**src/rtl/issue_buffer_if.sv**
```systemverilog
// Fetch/issue bus for issue_buffer: fetch pair and redirect in, pipe stalls in,
// fetch enable and the two issue slots out.
interface issue_buffer_if #(
  parameter int unsigned PC_W = 11
);
  logic [31:0]     instruction1;
  logic [31:0]     instruction2;
  logic            branch_flag;
  logic [PC_W-1:0] branch_target;
  logic            stall_even;
  logic            stall_odd;
  logic            enable_pc;
  logic            even_valid;
  logic [31:0]     even_instr;
  logic [PC_W-1:0] even_pc;
  logic            odd_valid;
  logic [31:0]     odd_instr;
  logic [PC_W-1:0] odd_pc;

  modport master (
    output instruction1, instruction2, branch_flag, branch_target,
           stall_even, stall_odd,
    input  enable_pc, even_valid, even_instr, even_pc,
           odd_valid, odd_instr, odd_pc
  );

  modport slave (
    input  instruction1, instruction2, branch_flag, branch_target,
           stall_even, stall_odd,
    output enable_pc, even_valid, even_instr, even_pc,
           odd_valid, odd_instr, odd_pc
  );
endinterface

```
**src/rtl/issue_buffer.sv**
```systemverilog
// Decode/issue stage: buffers fetched instruction pairs and dual- or
// single-issues them to the even and odd execution pipes.
module issue_buffer #(
  parameter int unsigned DEPTH = 4,
  parameter int unsigned PC_W  = 11
) (
  input  logic           clk,
  input  logic           reset,
  issue_buffer_if.slave  bus
);
  localparam int unsigned AW = $clog2(DEPTH);
  localparam logic [AW:0] FULL = (AW+1)'(DEPTH);

  typedef struct packed {
    logic [PC_W-1:0] pc;
    logic [31:0]     a;
    logic [31:0]     b;
  } entry_t;

  entry_t          mem_q [DEPTH];
  logic [AW-1:0]   wr_ptr_q, wr_ptr_d, rd_ptr_q, rd_ptr_d;
  logic [AW:0]     count_q, count_d;
  logic            half_q, half_d;
  logic [PC_W-1:0] pc_q, pc_d;
  logic            even_valid_q, even_valid_d, odd_valid_q, odd_valid_d;
  logic [31:0]     even_instr_q, even_instr_d, odd_instr_q, odd_instr_d;
  logic [PC_W-1:0] even_pc_q, even_pc_d, odd_pc_q, odd_pc_d;

  logic   enable_pc, push, pop, stalled, a_odd, b_odd, dep;
  entry_t head;

  always_comb begin
    head      = mem_q[rd_ptr_q];
    enable_pc = (count_q != FULL) && !bus.branch_flag;
    push      = enable_pc;
    stalled   = bus.stall_even || bus.stall_odd;
    a_odd     = (head.a[31:28] == 4'b0010) || (head.a[31:28] == 4'b0011);
    b_odd     = (head.b[31:28] == 4'b0010) || (head.b[31:28] == 4'b0011);
    dep       = (head.b[13:7] == head.a[6:0]) || (head.b[20:14] == head.a[6:0]);

    pop          = 1'b0;
    wr_ptr_d     = wr_ptr_q;
    rd_ptr_d     = rd_ptr_q;
    count_d      = count_q;
    half_d       = half_q;
    pc_d         = pc_q;
    even_valid_d = even_valid_q;
    even_instr_d = even_instr_q;
    even_pc_d    = even_pc_q;
    odd_valid_d  = odd_valid_q;
    odd_instr_d  = odd_instr_q;
    odd_pc_d     = odd_pc_q;

    if (bus.branch_flag) begin
      wr_ptr_d     = '0;
      rd_ptr_d     = '0;
      count_d      = '0;
      half_d       = 1'b0;
      pc_d         = bus.branch_target;
      even_valid_d = 1'b0;
      odd_valid_d  = 1'b0;
    end else begin
      if (push) begin
        pc_d     = pc_q + PC_W'(8);
        wr_ptr_d = wr_ptr_q + AW'(1);
      end
      // Outputs only move on non-stalled edges; an empty FIFO just clears the valids.
      if (!stalled) begin
        even_valid_d = 1'b0;
        odd_valid_d  = 1'b0;
        if (count_q != '0) begin
          if (half_q) begin
            if (b_odd) begin
              odd_valid_d = 1'b1; odd_instr_d = head.b; odd_pc_d = head.pc + PC_W'(4);
            end else begin
              even_valid_d = 1'b1; even_instr_d = head.b; even_pc_d = head.pc + PC_W'(4);
            end
            pop    = 1'b1;
            half_d = 1'b0;
          end else begin
            if (a_odd) begin
              odd_valid_d = 1'b1; odd_instr_d = head.a; odd_pc_d = head.pc;
            end else begin
              even_valid_d = 1'b1; even_instr_d = head.a; even_pc_d = head.pc;
            end
            if ((a_odd != b_odd) && !dep) begin
              if (b_odd) begin
                odd_valid_d = 1'b1; odd_instr_d = head.b; odd_pc_d = head.pc + PC_W'(4);
              end else begin
                even_valid_d = 1'b1; even_instr_d = head.b; even_pc_d = head.pc + PC_W'(4);
              end
              pop = 1'b1;
            end else begin
              half_d = 1'b1;
            end
          end
        end
      end
      if (pop) rd_ptr_d = rd_ptr_q + AW'(1);
      count_d = count_q + (AW+1)'(push) - (AW+1)'(pop);
    end
  end

  always_ff @(posedge clk) begin
    if (reset) begin
      wr_ptr_q     <= '0;
      rd_ptr_q     <= '0;
      count_q      <= '0;
      half_q       <= 1'b0;
      pc_q         <= '0;
      even_valid_q <= 1'b0;
      even_instr_q <= '0;
      even_pc_q    <= '0;
      odd_valid_q  <= 1'b0;
      odd_instr_q  <= '0;
      odd_pc_q     <= '0;
    end else begin
      wr_ptr_q     <= wr_ptr_d;
      rd_ptr_q     <= rd_ptr_d;
      count_q      <= count_d;
      half_q       <= half_d;
      pc_q         <= pc_d;
      even_valid_q <= even_valid_d;
      even_instr_q <= even_instr_d;
      even_pc_q    <= even_pc_d;
      odd_valid_q  <= odd_valid_d;
      odd_instr_q  <= odd_instr_d;
      odd_pc_q     <= odd_pc_d;
    end
  end

  always_ff @(posedge clk) begin
    if (!reset && push) mem_q[wr_ptr_q] <= '{pc: pc_q, a: bus.instruction1, b: bus.instruction2};
  end

  assign bus.enable_pc  = enable_pc;
  assign bus.even_valid = even_valid_q;
  assign bus.even_instr = even_instr_q;
  assign bus.even_pc    = even_pc_q;
  assign bus.odd_valid  = odd_valid_q;
  assign bus.odd_instr  = odd_instr_q;
  assign bus.odd_pc     = odd_pc_q;
endmodule

```
**src/flat_wrapper.sv**
```systemverilog
// flat-port wrapper written by rule: the top's interface ports become plain ports
module issue_buffer_flat 
#(
  parameter int unsigned DEPTH = 4,
  parameter int unsigned PC_W  = 11
)
  (clk, reset, bus_instruction1, bus_instruction2, bus_branch_flag, bus_branch_target, bus_stall_even, bus_stall_odd, bus_enable_pc, bus_even_valid, bus_even_instr, bus_even_pc, bus_odd_valid, bus_odd_instr, bus_odd_pc);
  issue_buffer_if #(.PC_W(PC_W)) bus_i ();
  input  logic clk;
  input  logic reset;
  input wire logic [$bits(bus_i.instruction1)-1:0] bus_instruction1;
  input wire logic [$bits(bus_i.instruction2)-1:0] bus_instruction2;
  input wire logic [$bits(bus_i.branch_flag)-1:0] bus_branch_flag;
  input wire logic [$bits(bus_i.branch_target)-1:0] bus_branch_target;
  input wire logic [$bits(bus_i.stall_even)-1:0] bus_stall_even;
  input wire logic [$bits(bus_i.stall_odd)-1:0] bus_stall_odd;
  output wire logic [$bits(bus_i.enable_pc)-1:0] bus_enable_pc;
  output wire logic [$bits(bus_i.even_valid)-1:0] bus_even_valid;
  output wire logic [$bits(bus_i.even_instr)-1:0] bus_even_instr;
  output wire logic [$bits(bus_i.even_pc)-1:0] bus_even_pc;
  output wire logic [$bits(bus_i.odd_valid)-1:0] bus_odd_valid;
  output wire logic [$bits(bus_i.odd_instr)-1:0] bus_odd_instr;
  output wire logic [$bits(bus_i.odd_pc)-1:0] bus_odd_pc;
  assign bus_i.instruction1 = bus_instruction1;
  assign bus_i.instruction2 = bus_instruction2;
  assign bus_i.branch_flag = bus_branch_flag;
  assign bus_i.branch_target = bus_branch_target;
  assign bus_i.stall_even = bus_stall_even;
  assign bus_i.stall_odd = bus_stall_odd;
  assign bus_enable_pc = bus_i.enable_pc;
  assign bus_even_valid = bus_i.even_valid;
  assign bus_even_instr = bus_i.even_instr;
  assign bus_even_pc = bus_i.even_pc;
  assign bus_odd_valid = bus_i.odd_valid;
  assign bus_odd_instr = bus_i.odd_instr;
  assign bus_odd_pc = bus_i.odd_pc;
  issue_buffer #(.DEPTH(DEPTH), .PC_W(PC_W)) u_core (.clk(clk), .reset(reset), .bus(bus_i));
endmodule
```
**config.mk**
```make
export PLATFORM = sky130hd
export DESIGN_NAME = issue_buffer_flat
export DESIGN_NICKNAME = d
export VERILOG_FILES = /design/src/rtl/issue_buffer_if.sv /design/src/rtl/issue_buffer.sv /design/src/flat_wrapper.sv
export SDC_FILE = /design/constraint.sdc
export NUM_CORES = 1
export LEC_CHECK = 0
export CAP_MARGIN = 20
export CORE_ASPECT_RATIO = 1.25
export CORE_MARGIN = 2
export CORE_UTILIZATION = 36
export DETAILED_ROUTE_END_ITERATION = 8
export PLACE_DENSITY_LB_ADDON = 0.2
export SYNTH_ARGS = -nofsm -noshare
export SYNTH_HDL_FRONTEND = slang
export SYNTH_SLANG_ARGS = --single-unit
```
**constraint.sdc**
```tcl
create_clock -name clk -period 5.2 [get_ports clk]
set_input_delay 1.3 -clock clk [delete_from_list [all_inputs] [get_ports clk]]
set_output_delay 1.3 -clock clk [all_outputs]
set_load 0.005 [all_outputs]
```
# == Word level (Yosys, flattened, before mapping) ==
# Memories as Yosys holds them, arrays and structs flattened. A register that Yosys moved wholly into a read port is not among the register bits.
# Index checks and enable logic that the tools add are counted.
# totals
mem_count,1
ram_bits,300
word_cells,91
output_inout_bits,89
inputBits,80
reg_bits,107
# mem_list
name,words,width,rd,rd_ports_with_merged_regs,wr,line_no,text
u_core.mem_q,4,75,1,1,1,issue_buffer.sv:20,entry_t mem_q [DEPTH];
# classes
addsub,6
n_reduce_logical,16
bitwise,2
muxes,45
n_eq_ne,10
# op_table
op,n
$mux 32,10
$mux 11,12
$mux 1,21
$eq 4x2->1 const B,4
$eq 7x7->1,2
$add 11x3->11 const B,1
$add 11x4->11 const B,1
$reduce_and 4->1,2
$add 2x1->2 const B,2
$logic_or 1x1->1,4
$mux 2,2
$ne 2x2->1 const B,2
$add 3x1->3,1
$logic_and 1x1->1,3
$logic_not 1->1,3
$ne 3x3->1 const B,1
$reduce_bool 3->1,1
$sub 3x1->3,1
$not 1->1,2
$reduce_and 2->1,1
$reduce_bool 2->1,1
$reduce_or 2->1,1
$ne 1x1->1,1

# == Logic depth before layout (Yosys ltp) ==
# Gate-level depths: netlist (run 1).
# depth
ltp_word,11
mapped_depth,19
ltp_nobuf,15

# == Least setup slack after synthesis (run 1) ==
# Ideal clock, no wire load.
# synth_timing
path_kind,reg2reg
start,reg (tool-made name)
end,reg u_core.count_q[2]
n_path_buf,4
setup_ps,124
t_required_ps,5076
arrival_time_ps,4091
path_stages_with_launch,20
path_slack_ps,985
period_less_slack_ps,4215
path_cell_list,dfxtp_1 buf_6 buf_6 buf_2 mux4_2 nor2_1 nand2_1 inv_2 buf_1 ha_1 inv_1 a221o_2 a21oi_1 ha_1 inv_1 ha_1 fa_1 xnor2_1 xnor2_1 nor2_1
# synth_lines
item,line_no,text
"end signal, assigned",issue_buffer.sv:120,count_q <= count_d;
"end, declared",issue_buffer.sv:22,"logic [AW:0] count_q, count_d;"

==> flow_summary.json, run 1 <==
{
  "start_util_pct": 36.4,
  "slowest_stage": "dfxtp_4",
  "hold_viol_final": 0,
  "post_cts_resized": 0,
  "die_x_um": 197,
  "clockRootBuffer": "clkbuf_16",
  "via_per_inst": 5.36,
  "io_buffer_count": 168,
  "grt_use_total_pct": 18.6,
  "cts_tree": "built",
  "crit_top_cell": "ha_1",
  "cts_hold_buf": 0,
  "grt_pass1_wl_mm": 67.8,
  "cts_made_buffers": 43,
  "ir_worst_vdd_mv": 0.218,
  "critPathKind": "flip-flop to flip-flop",
  "ant_nets": 0,
  "crit_path_end_kind": "flip-flop",
  "die-height_um": 245,
  "place_inst": 1889,
  "clk_pin_slew_worst_paths_ps": 60,
  "htree_num_levels": 2,
  "clock_skew_ps": 17.7,
  "diodes": 0,
  "ys.warnings.count": 0,
  "syn-cell-area_mm2": 0.0168,
  "synth_cell_types": 66,
  "hp-class": "flip-flop to flip-flop",
  "syn_nets": 1268,
  "post_cts_buffers": 0,
  "core_mm2": 0.0461,
  "leakagePower_nw": 6.66,
  "grt_max_degree": 71,
  "setup_tns_ps": 0,
  "io_pins": 169,
  "crit_fanout": 35,
  "clockBufferDepth": 3,
  "crit_arrival_ps": 4600,
  "maxCapViolations": 0,
  "synth_enable_flop_cells": 300,
  "power_density_mw_per_mm2": 336,
  "cp.required_ps": 5620,
  "start_kind": "flip-flop",
  "yosys.area.top_type": "edfxtp_1",
  "antenna_found_initial": 0,
  "layout.nets": 1440,
  "dr_total_vias": 10543,
  "place.gp.congestion": 0.822,
  "post-route-period-util_pct": 80.2,
  "max_slew.worst_pin.slew_ps": 891,
  "drc_errors": 0,
  "rows": 88,
  "layout-drive-gt1-share_pct": 14.5,
  "drt_iter0_markers": 603,
  "grt.overflow.total": 0,
  "die_area_mm2": 0.0484,
  "final_common_cell": "edfxtp_1",
  "min_period_ps": 4170,
  "layout_common_cells": "edfxtp_1 (300), nand2_1 (188), clkdlybuf4s50_1 (167), dfxtp_1 (107), nor2_1 (88)",
  "syn_inst": 1177,
  "hpwl_mm": 29.2,
  "slowest_delay_ps": 830,
  "grt_setup_unrepaired": "false",
  "synthArstFlopShare_pct": 0,
  "synth_area_leaders": "edfxtp_1 (54%), dfxtp_1 (13%), mux4_2 (10%), nand2_1 (4.2%), and3_1 (2.2%)",
  "setup_viol": 0,
  "wl_per_cell_um": 22.8,
  "fmax_mhz": 240,
  "clkLatencyLatePin_ps": 540,
  "synth-main-ff-cell": "edfxtp_1",
  "crit_buf_inv": 3,
  "cts.sinks": 409,
  "finalPower_mw": 6.89,
  "crit_chain": "mux4_2 > nor3b_4 > buf_4 > ha_1 > inv_1 > a221o_2 > a21oi_1 > ha_1 > inv_1 > ha_1 > fa_1 > xnor2_1 > xnor2_1 > nor2_1",
  "ys_seq_area_share_pct": 66.7,
  "postSynthRegisterBits": 409,
  "status": "completed",
  "crit_family": "adder cells",
  "fin_cells": 1967,
  "slew_violations": 0,
  "syn_area_per_cell_um2": 14.3,
  "synthToLayoutAreaGrowth_pct": 22.3,
  "wl_mm": 44.8,
  "final_util_pct": 44.5,
  "firstDrtPassIters": 5,
  "maxSlewHeadroom_pct": 40.6,
  "grt_pass1_vias": 10792,
  "netlist.area_leader.share_pct": 53.7
}
[through the flow]
stage	setup slack (ps)	hold WS, ps	area [um^2]
2_1_floorplan	985	453	16800
3_3_place_gp	1050	450	19100
3_5_place_dp	1010	446	19200
4_1_cts	989	466	20500
5_1_grt	776	494	20500
6_report	1030	467	20500
[layer usage]
metal,track usage [%],routed length (um),vias to the layer above
li1,-,-,4824
met1,25.1,19600,5347
met2,31.4,21900,314
met3,2.63,2310,58
met4,5.42,1050,0
met5,0,0,-
[logic make-up after synthesis]
kind of cell    synth area share (%)
flops                           66.7
fa+ha+maj                      0.865
mux                             11.3
xor+xnor                        1.57
buf+inv                         2.30
simple gates                    10.6
compound gates                  6.73
[power breakdown]
group,internal [mW],total [mW],switching [mW]
Combinational,0.156,0.374,0.219
Sequential,3.56,3.59,0.0278
Clock,1.72,2.93,1.21
[cells in the mapped netlist (all sizes together), types with 2 or more instances]
master / number
ha: 10
o41ai: 2
dfxtp: 109
xor2: 22
nor2: 89
a211o: 3
edfxtp: 300
inv: 13
a211oi: 4
and4: 2
and3: 59
or2: 3
buf: 29
a22o: 3
a21o: 2
mux4: 75
nor4: 4
a31o: 2
o21ai: 11
mux2i: 11
nand3: 30
mux2: 8
a32oi: 15
a31oi: 3
nand2: 190
clkbuf: 43
o31ai: 36
a21oi: 36
and2: 6
a221o: 2
nand4: 4
o32ai: 16
a22oi: 3
xnor2: 8
nor3: 5
nand3b: 2
[area by class of cell]
type,instances,area (um^2)
fill,4160,25600
sequential,409,11200
multi-input combinational,682,5250
timing repair buffer,199,1940
clock buffer,67,1270
tap,585,732
clock inverter,11,77.6
inverter,14,55.1
[sequential cells by signal, indices dropped and copies added, names as in the netlist, 2 cells and up, named ones only]
name                   count
u_core.mem_q             300
u_core.bus.even_instr     32
u_core.bus.odd_instr      32
u_core.bus.even_pc        11
u_core.bus.odd_pc         11
u_core.pc_q               11
u_core.count_q             3
u_core.rd_ptr_q            2
u_core.wr_ptr_q            2
[worst reg2reg max path: cells and delay by family, from the launching register on]
family                   cells  cell delay (ps)
multiplexers                 1              610
flip-flops                   1              830
AND/OR/NAND/NOR              2              220
buffers and inverters        3              310
adder cells (fa/ha/maj)      4             1060
XOR/XNOR                     2              330
AO/OA/AOI/OAI                2              710
[path summary, 6_finish.rpt]
path                            slack (ps)            startpoint  cells after the start              endpoint
worst max-delay path                  1030             flip-flop                     14     u_core.count_q[2]
worst min-delay path                   470  u_core.bus.odd_valid                      2  u_core.bus.odd_valid
worst max register to register        1030             flip-flop                     14     u_core.count_q[2]
worst min register to register         470  u_core.bus.odd_valid                      2  u_core.bus.odd_valid
No activity file was read; power rests on OpenSTA's default activity.
==> inputs of run 2 (changes only) <==
==> constraint.sdc (replaced) <==
create_clock -name clk -period 4.15 [get_ports clk]
set_input_delay 1.0375 -clock clk [delete_from_list [all_inputs] [get_ports clk]]
set_output_delay 1.0375 -clock clk [all_outputs]
set_load 0.005 [all_outputs]
==> run 2 against run 1 <==
Against the previous run: first-iteration DRC count increased by 54%; worst setup slack lost 660 ps; design area is 0.90% higher; register-to-register slack worse by 660 ps; global-route usage grew 0.050 points; sequential cell count is the same.
==> flow_summary.json, run 2 (synthesis results as in run 1) <==
{
  "drc_errors": 0,
  "ant_nets": 0,
  "crit_fanout": 16,
  "max_slew.worst_pin.slew_ps": 875,
  "post_cts_buffers": 0,
  "clockRootBuffer": "clkbuf_16",
  "drt_iter0_markers": 927,
  "cp.required_ps": 4580,
  "clk_pin_slew_worst_paths_ps": 60,
  "rr_endpoint": "u_core.count_q[2]",
  "place.gp.congestion": 0.787,
  "die_x_um": 197,
  "synthToLayoutAreaGrowth_pct": 23.4,
  "hold-worst-slack_ps": 466,
  "fin_cells": 1977,
  "top_register": "u_core.mem_q",
  "final_common_cell": "edfxtp_1",
  "grt_max_degree": 71,
  "diodes": 0,
  "maxSlewHeadroom_pct": 41.7,
  "min_period_ps": 3780,
  "hp-start": "u_core.bus.odd_instr[12]",
  "largest_reg_flops": 300,
  "grt_use_total_pct": 18.7,
  "nFillCells": 4120,
  "core_mm2": 0.0461,
  "start_util_pct": 36.4,
  "ir_worst_vdd_mv": 0.293,
  "cts_made_buffers": 42,
  "rrSetupSlack_ps": 370,
  "grt_setup_unrepaired": "false",
  "rows": 88,
  "ff2ff_path_depth": 14,
  "clockBufferDepth": 3,
  "grt_pass1_vias": 10937,
  "io_pins": 169,
  "slew_violations": 0,
  "worstHoldPathCells": 2,
  "crit_arrival_ps": 4210,
  "status": "completed",
  "critPathKind": "flip-flop to flip-flop",
  "setup_viol": 0,
  "layout-drive-gt1-share_pct": 15.4,
  "place_inst": 1899,
  "setup_tns_ps": 0,
  "antenna_found_initial": 0,
  "crit_path_end_kind": "flip-flop",
  "hpwl_mm": 29.4,
  "post-route-period-util_pct": 91.1,
  "cts_tree": "built",
  "layout_common_cells": "edfxtp_1 (300), nand2_1 (188), clkdlybuf4s50_1 (167), dfxtp_1 (107), nor2_1 (88)",
  "hp-class": "flip-flop to flip-flop",
  "cts.sinks": 409,
  "htree_num_levels": 2,
  "maxCapViolations": 0,
  "clkLatencyLatePin_ps": 560,
  "via_per_inst": 5.38,
  "die-height_um": 245,
  "leakagePower_nw": 6.75,
  "io_buffer_count": 168,
  "dr_total_vias": 10634,
  "post_cts_resized": 0,
  "wl_mm": 44.8,
  "wl_per_cell_um": 22.7,
  "fmax_mhz": 264,
  "layout.nets": 1449,
  "die_area_mm2": 0.0484,
  "start_kind": "flip-flop",
  "firstDrtPassIters": 5,
  "power_density_mw_per_mm2": 422,
  "grt.overflow.total": 0,
  "hold_viol_final": 0,
  "clock_skew_ps": 26.1,
  "cts_hold_buf": 0,
  "holdPathEnd": "u_core.bus.odd_instr[12]",
  "grt_pass1_wl_mm": 67.6
}
[run 2: worst max-delay path by stage]
stage,end,slack (ps)
after floorplan,u_core.count_q[2],50
after global placement,u_core.count_q[2],400
after detailed placement,u_core.count_q[2],330
after CTS,u_core.count_q[2],320
after global routing,u_core.count_q[2],120
final,u_core.count_q[2],370
[run 2: layout make-up]
cell class                 instances  area (um^2)  area share, %
sequential                       409        11200           54.1
multi-input combinational        682         5250           25.3
timing repair buffer             209         2100           10.1
clock buffer                      57         1190           5.75
tap                              585          732           3.53
clock inverter                    21          184          0.888
inverter                          14         55.1          0.266
[run 2: per-stage QoR]
step                util (%)  total power [mW]  setup WS, ps  area (um^2)
floorplan                  -              4.82          52.2        16800
global placement        41.9              5.06           401        19300
detailed placement      41.9              5.07           332        19300
CTS                     44.9              8.82           321        20700
global route            44.9              9.03           118        20700
finish                  44.9              8.73           368        20700
[run 2: worst max-delay path, cell delays in order (launching register included)]
cell,delay (ps)
dfxtp_4,490
buf_12,220
buf_4,190
mux4_2,570
xor2_1,160
nor3_1,270
a221o_2,320
a21oi_1,130
ha_1,290
inv_1,40
ha_1,190
fa_1,420
xnor2_1,180
xnor2_1,140
nor2_1,50
[run 2: layer usage]
layer / vias up / wire, um / share of wire, % / GRT usage [%]
met3: 90 / 2280 / 5.1 / 3.03
met1: 5373 / 19500 / 44 / 24.7
met2: 329 / 21400 / 48 / 30.7
met5: - / 0 / 0 / 0
met4: 0 / 1660 / 3.7 / 7.67
li1: 4842 / - / - / -
[run 2: where the power goes]
group / switching [mW] / internal [mW] / leakage, nW
Sequential: 0.0342 / 4.46 / 3.62
Clock: 1.55 / 2.20 / 0.668
Combinational: 0.276 / 0.204 / 2.47
